===== src/rtl/pieo_datatypes.sv =====
// pieo_datatypes: shared sizing constants and the sublist element type for the PIEO blocks
package pieo_datatypes;
    localparam int ID_LOG    = 3;
    localparam int RANK_LOG  = 4;
    localparam int TIME_LOG  = 8;
    localparam int LIST_SIZE = 2 ** ID_LOG;
    typedef struct packed {
        logic [ID_LOG-1:0]   id;
        logic [RANK_LOG-1:0] rank;
        logic [TIME_LOG-1:0] send_time;
    } SublistElement;
endpackage


===== src/rtl/pieo_ingress_if.sv =====
// pieo_ingress_if: enqueue/dequeue request handshakes and the command bus toward the PIEO core
interface pieo_ingress_if;
    import pieo_datatypes::*;
    logic                in_enq_valid, in_enq_ready;
    logic [ID_LOG-1:0]   in_enq_id;
    logic [RANK_LOG-1:0] in_enq_rank;
    logic [TIME_LOG-1:0] in_enq_send_time;
    logic                in_deq_valid, in_deq_ready;
    logic [TIME_LOG-1:0] in_deq_time;
    logic                core_valid, core_ready, core_op, core_deq_hit;
    SublistElement       core_elem;
    logic [TIME_LOG-1:0] core_deq_time;
    modport slave (
        input  in_enq_valid, in_enq_id, in_enq_rank, in_enq_send_time, in_deq_valid, in_deq_time,
               core_ready, core_deq_hit,
        output in_enq_ready, in_deq_ready, core_valid, core_op, core_elem, core_deq_time
    );
    modport master (
        output in_enq_valid, in_enq_id, in_enq_rank, in_enq_send_time, in_deq_valid, in_deq_time,
               core_ready, core_deq_hit,
        input  in_enq_ready, in_deq_ready, core_valid, core_op, core_elem, core_deq_time
    );
endinterface


===== src/rtl/pieo_ingress.sv =====
// pieo_ingress: buffers enqueue/dequeue requests and issues them to the PIEO core; PIEO_INGRESS_STATS_EN adds drop_count
module pieo_ingress
    import pieo_datatypes::*;
#(
    parameter int ENQ_FIFO_DEPTH = 4
) (
    input  logic              clk,
    input  logic              rst,
    pieo_ingress_if.slave     bus,
    output logic [ID_LOG:0]   occupancy,
    output logic              full,
    output logic              empty,
    output logic              deq_miss
`ifdef PIEO_INGRESS_STATS_EN
    ,
    output logic [15:0]       drop_count
`endif
);
    localparam int PW = $clog2(ENQ_FIFO_DEPTH);
    localparam logic [ID_LOG:0]   OCC_MAX = (ID_LOG+1)'(LIST_SIZE);
    localparam logic [ID_LOG+1:0] ADM_MAX = (ID_LOG+2)'(LIST_SIZE);
    SublistElement       mem [ENQ_FIFO_DEPTH];
    logic [PW:0]         wr_ptr, rd_ptr;
    logic [TIME_LOG-1:0] deq_time_q;
    logic [ID_LOG+1:0]   adm;
    logic                deq_held, last_op, fifo_full, fifo_empty, adm_full, drop, miss;
    logic                enq_cand, deq_cand, load, pick_deq, push, pop, inc, dec;
    assign fifo_empty = wr_ptr == rd_ptr;
    assign fifo_full  = (wr_ptr[PW] != rd_ptr[PW]) && (wr_ptr[PW-1:0] == rd_ptr[PW-1:0]);
    // an enqueue sitting in the output register is already committed against capacity
    assign adm        = {1'b0, occupancy} + {{(ID_LOG+1){1'b0}}, bus.core_valid && !bus.core_op};
    assign adm_full   = adm >= ADM_MAX;
    assign drop       = !fifo_empty && adm_full;
    assign enq_cand   = !fifo_empty && !adm_full;
    assign miss       = deq_held && occupancy == '0 && !(bus.core_valid && !bus.core_op);
    assign deq_cand   = deq_held && !miss;
    assign load       = (!bus.core_valid || bus.core_ready) && (enq_cand || deq_cand);
    assign pick_deq   = deq_cand && (!enq_cand || !last_op);
    assign push       = bus.in_enq_valid && bus.in_enq_ready;
    assign pop        = drop || (load && !pick_deq);
    assign inc        = bus.core_valid && bus.core_ready && !bus.core_op;
    assign dec        = bus.core_deq_hit && occupancy != '0;
    assign bus.in_enq_ready = !fifo_full && !rst;
    assign bus.in_deq_ready = !deq_held && !rst;
    assign full  = occupancy == OCC_MAX;
    assign empty = occupancy == '0;
    always_ff @(posedge clk) begin
        if (push) mem[wr_ptr[PW-1:0]] <= {bus.in_enq_id, bus.in_enq_rank, bus.in_enq_send_time};
    end
    always_ff @(posedge clk) begin
        if (rst) begin
            wr_ptr            <= '0;
            rd_ptr            <= '0;
            deq_held          <= 1'b0;
            deq_time_q        <= '0;
            last_op           <= 1'b0;
            deq_miss          <= 1'b0;
            occupancy         <= '0;
            bus.core_valid    <= 1'b0;
            bus.core_op       <= 1'b0;
            bus.core_elem     <= '0;
            bus.core_deq_time <= '0;
        end else begin
            if (push) wr_ptr <= wr_ptr + 1'b1;
            if (pop) rd_ptr <= rd_ptr + 1'b1;
            if (bus.in_deq_valid && bus.in_deq_ready) begin
                deq_held   <= 1'b1;
                deq_time_q <= bus.in_deq_time;
            end else if (miss || (load && pick_deq)) deq_held <= 1'b0;
            deq_miss <= miss;
            if (load) begin
                bus.core_valid    <= 1'b1;
                bus.core_op       <= pick_deq;
                bus.core_elem     <= pick_deq ? SublistElement'(0) : mem[rd_ptr[PW-1:0]];
                bus.core_deq_time <= pick_deq ? deq_time_q : '0;
                last_op           <= pick_deq;
            end else if (bus.core_ready) bus.core_valid <= 1'b0;
            if (inc && !dec && occupancy != OCC_MAX) occupancy <= occupancy + 1'b1;
            else if (dec && !inc) occupancy <= occupancy - 1'b1;
        end
    end
`ifdef PIEO_INGRESS_STATS_EN
    always_ff @(posedge clk) begin
        if (rst) drop_count <= '0;
        else if (drop && drop_count != 16'hFFFF) drop_count <= drop_count + 1'b1;
    end
`endif
endmodule


===== src/flat_wrapper.sv =====
// flat-port wrapper written by rule: the top's interface ports become plain ports
module pieo_ingress_flat import pieo_datatypes::*;
#(
    parameter int ENQ_FIFO_DEPTH = 4
)
  (clk, rst, occupancy, full, empty, deq_miss, bus_in_enq_valid, bus_in_enq_id, bus_in_enq_rank, bus_in_enq_send_time, bus_in_deq_valid, bus_in_deq_time, bus_core_ready, bus_core_deq_hit, bus_in_enq_ready, bus_in_deq_ready, bus_core_valid, bus_core_op, bus_core_elem, bus_core_deq_time);
  pieo_ingress_if bus_i ();
  input  logic clk;
  input  logic rst;
  output logic [ID_LOG:0] occupancy;
  output logic full;
  output logic empty;
  output logic deq_miss;
  input wire logic [$bits(bus_i.in_enq_valid)-1:0] bus_in_enq_valid;
  input wire logic [$bits(bus_i.in_enq_id)-1:0] bus_in_enq_id;
  input wire logic [$bits(bus_i.in_enq_rank)-1:0] bus_in_enq_rank;
  input wire logic [$bits(bus_i.in_enq_send_time)-1:0] bus_in_enq_send_time;
  input wire logic [$bits(bus_i.in_deq_valid)-1:0] bus_in_deq_valid;
  input wire logic [$bits(bus_i.in_deq_time)-1:0] bus_in_deq_time;
  input wire logic [$bits(bus_i.core_ready)-1:0] bus_core_ready;
  input wire logic [$bits(bus_i.core_deq_hit)-1:0] bus_core_deq_hit;
  output wire logic [$bits(bus_i.in_enq_ready)-1:0] bus_in_enq_ready;
  output wire logic [$bits(bus_i.in_deq_ready)-1:0] bus_in_deq_ready;
  output wire logic [$bits(bus_i.core_valid)-1:0] bus_core_valid;
  output wire logic [$bits(bus_i.core_op)-1:0] bus_core_op;
  output wire logic [$bits(bus_i.core_elem)-1:0] bus_core_elem;
  output wire logic [$bits(bus_i.core_deq_time)-1:0] bus_core_deq_time;
  assign bus_i.in_enq_valid = bus_in_enq_valid;
  assign bus_i.in_enq_id = bus_in_enq_id;
  assign bus_i.in_enq_rank = bus_in_enq_rank;
  assign bus_i.in_enq_send_time = bus_in_enq_send_time;
  assign bus_i.in_deq_valid = bus_in_deq_valid;
  assign bus_i.in_deq_time = bus_in_deq_time;
  assign bus_i.core_ready = bus_core_ready;
  assign bus_i.core_deq_hit = bus_core_deq_hit;
  assign bus_in_enq_ready = bus_i.in_enq_ready;
  assign bus_in_deq_ready = bus_i.in_deq_ready;
  assign bus_core_valid = bus_i.core_valid;
  assign bus_core_op = bus_i.core_op;
  assign bus_core_elem = bus_i.core_elem;
  assign bus_core_deq_time = bus_i.core_deq_time;
  pieo_ingress #(.ENQ_FIFO_DEPTH(ENQ_FIFO_DEPTH)) u_core (.clk(clk), .rst(rst), .bus(bus_i), .occupancy(occupancy), .full(full), .empty(empty), .deq_miss(deq_miss));
endmodule

===== config.mk =====
export PLATFORM = sky130hd
export DESIGN_NAME = pieo_ingress_flat
export DESIGN_NICKNAME = d
export VERILOG_FILES = /design/src/rtl/pieo_datatypes.sv /design/src/rtl/pieo_ingress_if.sv /design/src/rtl/pieo_ingress.sv /design/src/flat_wrapper.sv
export SDC_FILE = /design/constraint.sdc
export NUM_CORES = 1
export LEC_CHECK = 0
export ABC_CLOCK_PERIOD_IN_PS = 2900
export BUFFER_PORTS_ARGS = -buffer_cell sky130_fd_sc_hd__buf_2
export CAP_MARGIN = 5
export CORE_UTILIZATION = 40
export DETAILED_ROUTE_END_ITERATION = 8
export PLACE_DENSITY = 0.68
export SLEW_MARGIN = 15
export SYNTH_ARGS = -nofsm -noshare
export SYNTH_HDL_FRONTEND = slang
export SYNTH_SLANG_ARGS = --single-unit

===== constraint.sdc =====
create_clock -name clk -period 2.9 [get_ports clk]
set_clock_uncertainty 0.1 [all_clocks]
set_input_delay 0.29 -clock clk [delete_from_list [all_inputs] [get_ports clk]]
set_output_delay 0.29 -clock clk [all_outputs]
set_load 0.1 [all_outputs]

==> results.yml <==
clock_tree:
  clk_root_buffer_cell: "clkbuf_8"
  post-cts-setup-buffers: 0
  clockBufferDepth: 2
  cts_sinks: 107
  cts_tree: "built"
  h-tree-depth: 3
  cts_hold_buf: 3
  cts_inserted_buffers: 9
  clk_pin_slew_ns: 0.12
  clock_latency_ns: 0.38
  cts_resized: 0
sta:
  slew_headroom_pct: 44.3
  setup_viol: 0
  worstMarginPinSlew_ns: 0.830
  max_freq_mhz: 403
  maxSlewViolCount: 0
  min_period_ns: 2.48
  rsz0062_at_grt: "false"
  final-hold-violation-count: 0
  fin_crit_sh_pct: 85.5
detailed_routing:
  drt_iter0_drc: 109
  antenna_left: 0
  vias: 2826
  drt_wl_total_mm: 8.32
  drc: 0
  first_pass_iters: 6
  via_per_inst: 5.13
  wire_per_inst_um: 15.1
yosys:
  synth_cell_types: 45
  ys_seq_area_share_pct: 61.7
  synth_area_leaders: "edfxtp_1, dfxtp_1, mux4_2"
  synthCells: 337
  syn_area_per_cell_um2: 13.2
  ys_ff_latch: 107
  yosysWarnings: 0
  yosysTopAreaCell: "edfxtp_1"
  synth_edf_count: 60
  syn_area_um2: 4450
  ys.flop_type: "edfxtp_1"
  synthDominantCellAreaShare_pct: 40.5
  synth_most_common_cell: "edfxtp_1"
  synthArstFlopShare_pct: 0
  syn-num-nets: 376
  synthTopCellsByCount: "edfxtp_1, dfxtp_1, nand2_1"
grt:
  grt_pass1_vias: 2718
  grt_max_degree: 46
  grt_pass1_wl_mm: 13.4
  overflow: 0
  grt_usage_pct: 15.4
  antenna_found_initial: 0
worst_setup_path:
  reg2reg_slack_ns: 0.42
  startpoint_type: "flop"
  timing.rr.start: "u_core.bus.core_op"
  cp_cell_sequence: "nor2b_1, ha_1, ha_1, nand2b_1, mux2i_1, a21oi_1, o21a_1, o31ai_1"
  critPathLaunch: "u_core.bus.core_op"
  crit_path_max_incr_delay_ns: 0.46
  r2r_end: "u_core.bus.core_elem[9]"
  cp.arrival_ns: 2.67
  critical_path.slowest_cell: "dfxtp_1"
  rr_worst_depth: 8
  cpMostUsedCell: "ha_1"
  crit_type: "flop to flop"
  endpoint_kind: "flop"
  cp_data_required_time_ns: 3.09
  crit_fanout: 15
cells_and_area:
  postLayoutCellArea_um2: 5210
  area_growth_pct: 17.1
  diodes: 0
  nets: 445
  multi_input_area_um2: 1610
  drive_above_1_share_pct: 30.2
  n_fill_cell: 946
  final-seq-area_um2: 2760
  fin_util_pct: 48.0
job:
  max_cap_violations: 0
place:
  hpwl_mm: 5.58
  gp_congestion: 0.793
  postPlaceCellArea_um2: 4950
  portBuffers: 62
worst_hold_path:
  hold_depth: 1
  worstHoldStart: "bus_in_enq_send_time[0]"
  whs_endpoint: "u_core.mem[2][0]"
  hp-class: "input port to flop"
floorplan:
  start_util_pct: 41.0
  fp.dieArea_um2: 11500
  num_rows: 38
  die_w_um: 107
  io_pins: 63
  die_h_um: 107
  coreArea_um2: 10800
run_status:
  status: "completed"
power:
  p_leak_nw: 1.97
  vdd_drop_max_v: 0.000522
  p_per_area_nw_per_um2: 1040
==> through the flow <==
stage	TNS (ns)	setup slack [ns]	power, mW	hold slack (ns)	cells
floorplan	-0.105	-0.105	4.14	0.289	337
global placement	0	0.552	4.53	0.342	530
detailed placement	0	0.466	4.55	0.350	530
CTS	0	0.431	5.47	0.00126	549
global route	0	0.209	5.70	0.000191	551
finish	0	0.422	5.43	0.0176	551
==> final cells by class <==
type | count | area share [%]
Sequential cell | 107 | 53.0
Multi-Input combinational cell | 204 | 30.9
Tap cell | 140 | 3.36
Clock buffer | 9 | 2.38
Inverter | 7 | 0.529
Timing Repair Buffer | 77 | 8.36
Clock inverter | 7 | 1.51
==> where the power goes <==
group          switching, mW  leakage, nW  internal [mW]
combinational           1.87        0.935          0.645
sequential             0.187        0.932           1.81
clock                  0.565        0.105          0.350
==> registers in the layout (all words and copies together) (netlist names), named ones only <==
signal,cells
u_core.bus.core_deq_time,8
u_core.deq_held,1
u_core.mem,60
u_core.bus.core_valid,1
u_core.deq_miss,1
u_core.wr_ptr,3
u_core.bus.core_op,1
u_core.bus.core_elem,15
u_core.occupancy,4
u_core.deq_time_q,8
u_core.rd_ptr,3
==> metal layers <==
metal / vias up / GRT usage [%] / part of all wire (%)
li1: 1394 / - / -
met1: 1360 / 20.1 / 48
met2: 60 / 24.2 / 47
met3: 12 / 3.09 / 3.6
met4: 0 / 7.93 / 1.6
met5: - / 0 / 0
==> cells in the final DEF, fill, tap and decap left out, drive strengths merged, types with 6 or more instances in the layout <==
master and instances:
nand3 6, dfxtp 47, nor2b 18, nand2 33, o31ai 16, edfxtp 60, a22o 8, buf 72
a21oi 20, ha 9, o21ai 19, inv 12, nor2 11, mux4 15, clkbuf 9
==> worst max-delay path: cells and delay by family (launching register included) <==
family                   cells  cell delay (ns)
AND/OR/NAND/NOR              2             0.26
AO/OA/AOI/OAI                3             0.90
flip-flops                   1             0.46
adder cells (fa/ha/maj)      2             0.38
multiplexers                 1             0.29
==> worst max-delay path by stage <==
stage | to | cells after the start | slack [ns]
after floorplan | u_core.occupancy[3] | 9 | -0.10
after global placement | u_core.bus.core_elem[10] | 8 | 0.55
after detailed placement | u_core.bus.core_elem[9] | 8 | 0.47
after CTS | u_core.bus.core_elem[9] | 8 | 0.43
after global routing | u_core.bus.core_elem[10] | 8 | 0.21
final | u_core.bus.core_elem[9] | 8 | 0.42
==> logic make-up after synthesis <==
logic type,count (synthesis),share of synthesized area (%)
flops,107,61.7
xor+xnor,9,1.77
buf+inv,26,2.67
mux,20,8.78
simple gates,88,9.79
compound gates,77,12.3
fa+ha+maj,10,2.98
Power figures use the tool's default switching activity.
